### src/rtl/alu_share_arbiter_pkg.sv
// Shared types and constants for the two-requester ALU sharing block.
package alu_share_arbiter_pkg;

  // Controller states: wait for a command, drive the ALU, hold the response.
  typedef enum logic [1:0] {
    IDLE = 2'd0,
    EXEC = 2'd1,
    RESP = 2'd2
  } state_t;

  // Bit positions inside the 4-bit status vector {log, err, under, over}.
  localparam int OVER  = 0;
  localparam int UNDER = 1;
  localparam int ERR   = 2;
  localparam int LOG   = 3;

  // Opcodes understood by the shared ALU; anything above LT raises err.
  localparam logic [3:0] ADD = 4'd0;
  localparam logic [3:0] SUB = 4'd1;
  localparam logic [3:0] SHL = 4'd2;
  localparam logic [3:0] SHR = 4'd3;
  localparam logic [3:0] EQ  = 4'd4;
  localparam logic [3:0] GT  = 4'd5;
  localparam logic [3:0] LT  = 4'd6;

endpackage

### src/rtl/alu_share_arbiter_rr_arb2.sv
// Two-input round-robin grant selection with the last-grant history bit.
module rr_arb2 (
  input  logic       clk,
  input  logic       rst_n,
  input  logic [1:0] i_req,
  input  logic       i_update,
  output logic       o_any,
  output logic       o_winner
);

  logic r_last;

  // Winner: a lone requester wins; on contention the one not served last wins.
  always_comb begin
    o_any    = |i_req;
    o_winner = i_req[1];
    if (i_req == 2'b11) begin
      o_winner = ~r_last;
    end
  end

  // History bit starts at 1 so requester 0 wins the first contention.
  always_ff @(posedge clk or negedge rst_n) begin
    if (!rst_n) begin
      r_last <= 1'b1;
    end else if (i_update) begin
      r_last <= o_winner;
    end
  end

endmodule

### src/rtl/alu_share_arbiter.sv
// Shares one external combinational ALU between two valid/ready requesters.
//
// Handshake rule (all channels): a transfer happens on a rising edge where
// valid and ready are both high. Command ready is only offered in IDLE and
// only to the arbitration winner; response valid is only raised in RESP and
// only towards the requester that owns the in-flight operation.
module alu_share_arbiter
  import alu_share_arbiter_pkg::*;
#(
  parameter int N     = 12,
  parameter int CNT_W = 8
) (
  input  logic             clk,
  input  logic             rst_n,
  input  logic             req0_valid,
  output logic             req0_ready,
  input  logic [N-1:0]     req0_op1,
  input  logic [N-1:0]     req0_op2,
  input  logic [3:0]       req0_cmd,
  input  logic             req1_valid,
  output logic             req1_ready,
  input  logic [N-1:0]     req1_op1,
  input  logic [N-1:0]     req1_op2,
  input  logic [3:0]       req1_cmd,
  output logic             resp0_valid,
  input  logic             resp0_ready,
  output logic             resp1_valid,
  input  logic             resp1_ready,
  output logic [N-1:0]     resp_data,
  output logic [3:0]       resp_flags,
  output logic [N-1:0]     alu_op1,
  output logic [N-1:0]     alu_op2,
  output logic [3:0]       alu_cmd,
  input  logic [N-1:0]     alu_out,
  input  logic [3:0]       alu_flags,
  output logic             busy,
  output logic [CNT_W-1:0] err_cnt
);

  state_t           r_state;
  state_t           w_next;
  logic [N-1:0]     r_op1;
  logic [N-1:0]     r_op2;
  logic [3:0]       r_cmd;
  logic             r_owner;
  logic [N-1:0]     r_data;
  logic [3:0]       r_flags;
  logic [CNT_W-1:0] r_err_cnt;

  logic w_any;
  logic w_winner;
  logic w_accept;
  logic w_resp_hs;

  rr_arb2 u_arb (
    .clk      (clk),
    .rst_n    (rst_n),
    .i_req    ({req1_valid, req0_valid}),
    .i_update (w_accept),
    .o_any    (w_any),
    .o_winner (w_winner)
  );

  // Command acceptance and response completion strobes; ready is held low while in reset.
  always_comb begin
    w_accept   = (r_state == IDLE) && rst_n && w_any;
    req0_ready = w_accept && !w_winner;
    req1_ready = w_accept && w_winner;
    w_resp_hs  = (r_state == RESP) && (r_owner ? resp1_ready : resp0_ready);
  end

  // Next-state logic.
  always_comb begin
    w_next = r_state;
    case (r_state)
      IDLE:    if (w_accept) w_next = EXEC;
      EXEC:    w_next = RESP;
      RESP:    if (w_resp_hs) w_next = IDLE;
      default: w_next = IDLE;
    endcase
  end

  // State register.
  always_ff @(posedge clk or negedge rst_n) begin
    if (!rst_n) begin
      r_state <= IDLE;
    end else begin
      r_state <= w_next;
    end
  end

  // Operand latch on accept; operands keep driving the ALU until the next accept.
  always_ff @(posedge clk or negedge rst_n) begin
    if (!rst_n) begin
      r_op1   <= '0;
      r_op2   <= '0;
      r_cmd   <= '0;
      r_owner <= 1'b0;
    end else if (w_accept) begin
      r_op1   <= w_winner ? req1_op1 : req0_op1;
      r_op2   <= w_winner ? req1_op2 : req0_op2;
      r_cmd   <= w_winner ? req1_cmd : req0_cmd;
      r_owner <= w_winner;
    end
  end

  // Result capture and saturating error count at the end of EXEC.
  always_ff @(posedge clk or negedge rst_n) begin
    if (!rst_n) begin
      r_data    <= '0;
      r_flags   <= '0;
      r_err_cnt <= '0;
    end else if (r_state == EXEC) begin
      r_data  <= alu_out;
      r_flags <= alu_flags;
      if (alu_flags[ERR] && (r_err_cnt != {CNT_W{1'b1}})) begin
        r_err_cnt <= r_err_cnt + 1'b1;
      end
    end
  end

  // Output mapping.
  always_comb begin
    alu_op1     = r_op1;
    alu_op2     = r_op2;
    alu_cmd     = r_cmd;
    resp_data   = r_data;
    resp_flags  = r_flags;
    resp0_valid = (r_state == RESP) && !r_owner;
    resp1_valid = (r_state == RESP) && r_owner;
    busy        = (r_state != IDLE);
    err_cnt     = r_err_cnt;
  end

endmodule

### config.mk
export PLATFORM = sky130hd
export DESIGN_NAME = alu_share_arbiter
export DESIGN_NICKNAME = d
export VERILOG_FILES = /design/src/rtl/alu_share_arbiter_pkg.sv /design/src/rtl/alu_share_arbiter_rr_arb2.sv /design/src/rtl/alu_share_arbiter.sv
export SDC_FILE = /design/constraint.sdc
export NUM_CORES = 1
export LEC_CHECK = 0
export ABC_CLOCK_PERIOD_IN_PS = 3580
export BUFFER_PORTS_ARGS = -buffer_cell sky130_fd_sc_hd__clkbuf_2
export CAP_MARGIN = 20
export CELL_PAD_IN_SITES_DETAIL_PLACEMENT = 2
export CELL_PAD_IN_SITES_GLOBAL_PLACEMENT = 2
export CORE_AREA = 2 2 108 84
export CTS_BUF_LIST = sky130_fd_sc_hd__clkbuf_8
export DETAILED_ROUTE_END_ITERATION = 10
export DIE_AREA = 0 0 110 86
export GPL_ROUTABILITY_DRIVEN = 0
export PLACE_DENSITY = 0.88
export SYNTH_ARGS = -nofsm -noshare
export SYNTH_HDL_FRONTEND = slang
export SYNTH_SLANG_ARGS = --single-unit
export TNS_END_PERCENT = 10
### constraint.sdc
create_clock -name clk -period 3.58 [get_ports clk]
set_input_delay 0.716 -clock clk [delete_from_list [all_inputs] [get_ports clk]]
set_output_delay 0.716 -clock clk [all_outputs]
set_load 0.02 [all_outputs]
==> out/metrics.yaml <==
cells_and_area:
  antennaDiodeCount: 0
  syn2layout_area_growth_pct: 34.3
  fin_nets: 402
  layout-drive-gt1-share_pct: 52.5
  num-fill-cells: 903
  fin_area_sq_um: 3320
floorplanning:
  std_cell_rows: 29
  pin_count: 135
  die_area_sq_um: 9460
  start_util_pct: 29.8
  core-area_sq_um: 8310
  die_w_um: 110
  die_h_um: 86
setup_path:
  arrival_ps: 1790
  cp-start-kind: "flip-flop"
  worstPathRequired_ps: 2860
  crit_path_cell_trace: "nor3b_4, and3_1, clkbuf_2"
  path_class: "flip-flop to output pin"
  path_delay_family: "simple AND/OR/NAND/NOR gates"
  slowest_delay_ps: 540
  slowest_stage: "nor3b_4"
  crit_fanout: 14
  end_kind: "output pin"
  worst-path-buf-inv: 1
sta:
  fin_skew_ps: 8.88
  rsz0062_at_grt: "no"
  slew_headroom_pct: 45.5
  fmax_ghz: 0.399
  slew_viol_final: 0
  setup_tns_ps: 0
  worst_slew_pin_slew_ps: 818
  setup_violations: 0
  timing.final.crit_share_pct: 70.1
  final_hold_viol_count: 0
  final.min_clock_period_ps: 2510
  layout_setup_ws_ps: 1070
detailed_routing:
  vias: 2146
  routed_via_density: 4.97
  ant_nets: 0
  drt-total-wl_um: 7870
  avgRoutedWirePerCell_um: 18.2
  drc: 0
  first_pass_iters: 4
  drt_iter0_drc: 54
outcome:
  outcome: "complete, no violations"
placement:
  pre_cts_ws_ps: 1040
  hpwl_um: 5780
  port_buffers: 134
  placed_area_sq_um: 3240
min_path:
  hp-class: "flip-flop to flip-flop"
yosys:
  synth_top_cell_area_share_pct: 55.6
  ys_seq_area_share_pct: 56.7
  syn_avg_cell_area_sq_um: 12.8
  yosys-top-cells-area: "dfrtp_1 (56%), a221o_1 (11%), mux2_2 (8.6%)"
  ys_warn_count: 0
  syn_inst: 193
  yosys.area.top_type: "dfrtp_1"
  synth-seq-cells: 56
  synthFlopType: "dfrtp_1"
  ys_types: 30
  synthTopCellsByCount: "dfrtp_1 (55), a21boi_0 (28), a221o_1 (28)"
  syn-num-nets: 272
  async_reset_ff_share_pct: 100
  synth_edf_count: 0
  yosys.cell_count.top_type: "dfrtp_1"
  synth_area_sq_um: 2470
grt:
  grt.total_usage_pct: 17.1
  grt_pass1_vias: 2335
  grt_max_degree: 57
  grt_pass1_wl_um: 12400
  antenna_found_initial: 0
  grt-ovfl-total: 0
power_and_ir_drop:
  leakage_nw: 1.68
  totalPowerFinal_mw: 2.77
  ir_drop_uv: 355
  power_density_nw_per_um2: 833
clock_network:
  cts_buffer_depth: 2
  cts_hold_buf: 0
  numCtsBuffers: 5
  clk_latency_ps: 310
  cts_tree: "yes"
  cts.clk_slew.worst_paths_ps: 110
  post_cts_resized: 0
  cts-root-buf: "clkbuf_8"
  cts.sinks: 56
  postCtsSetupRepairBufs: 0
  htree_num_levels: 2
run:
  drv_cap: 0
[logic make-up after synthesis]
kind of cell / Yosys count / synth area share, %
xor+xnor: 4 / 1.42
simple gates: 33 / 7.28
fa+ha+maj: 1 / 0.505
buf+inv: 16 / 3.39
flops: 56 / 56.7
mux: 19 / 8.65
compound gates: 64 / 22.1
[worst register-to-register path, stage by stage (launching register included)]
cell and delay (ps):
dfrtp_1 480, nor3b_4 540, and3_1 290, buf_4 360
a221o_1 250
[per-layer routing]
metal / track usage [%] / part of all wire [%] / wire length (um) / vias to the layer above
met5: 0 / 0 / 0 / -
met4: 4.03 / 0.97 / 76 / 0
met3: 4.71 / 7.6 / 597 / 7
met2: 28.8 / 49 / 3840 / 90
met1: 21.7 / 43 / 3360 / 1059
li1: - / - / - / 990
[through the flow]
step	utilization (%)	std cells	hold WS (ps)
2_1_floorplan	-	193	420
3_3_place_gp	39.0	424	472
3_5_place_dp	39.0	424	489
4_1_cts	40.0	432	519
5_1_grt	40.0	432	545
6_report	40.0	432	512
[cell type report]
| cell class | instances | area [sq um] | area share (%) |
|---|---|---|---|
| Tap cell | 108 | 135 | 4.06 |
| Timing Repair Buffer | 138 | 701 | 21.1 |
| Sequential cell | 56 | 1400 | 42.2 |
| Multi-Input combinational cell | 121 | 995 | 29.9 |
| Clock buffer | 5 | 68.8 | 2.07 |
| Clock inverter | 3 | 18.8 | 0.565 |
| Inverter | 1 | 3.75 | 0.113 |
[cell usage in the layout, fill, tap and decap left out]
cell type / n
clkbuf_2: 134
nand2_1: 8
nand3b_1: 1
nand2b_1: 3
xor2_1: 2
a221o_1: 28
clkinv_2: 2
or2_2: 2
nor4_1: 2
a21boi_0: 28
a211oi_1: 1
xnor2_1: 2
mux2_2: 19
inv_1: 1
nor2_1: 6
dfrtp_1: 55
a211o_1: 1
clkbuf_8: 5
buf_4: 4
o21ai_0: 2
and2_1: 1
and3_1: 3
and4_1: 1
nor3b_4: 1
clkinv_4: 1
a2111oi_2: 1
and3b_1: 1
ha_1: 1
nand4_1: 1
nand3_1: 3
dfstp_2: 1
a21oi_1: 3
[path summary, 6_finish.rpt]
| kind | start | endpoint | slack, ps | cells past startpoint |
|---|---|---|---|---|
| worst max-delay path | r_state[1] | req0_ready | 1070 | 3 |
| worst min-delay path | resp_flags[2] | resp_flags[2] | 510 | 2 |
| worst max register to register | r_state[1] | alu_op2[10] | 1610 | 4 |
| worst min register to register | resp_flags[2] | resp_flags[2] | 510 | 2 |
| max in group asynchronous | rst_n | alu_cmd[0] | 2510 | 2 |
| min in group asynchronous | rst_n | err_cnt[3] | 570 | 2 |
[sequential cells by signal (all words and copies together) (netlist names)]
register and flops:
resp_flags 4, r_owner 1, alu_op2 12, resp_data 12, err_cnt 8, r_state 2, u_arb.r_last 1, alu_cmd 4
alu_op1 12
[where the power goes]
group / switching (mW) / total, mW / internal (mW) / leakage, nW
Combinational: 0.761 / 1.30 / 0.543 / 0.945
Sequential: 0.191 / 1.11 / 0.918 / 0.687
Clock: 0.219 / 0.357 / 0.137 / 0.0479
Total: 1.17 / 2.77 / 1.60 / 1.68
Power figures use the tool's default switching activity.
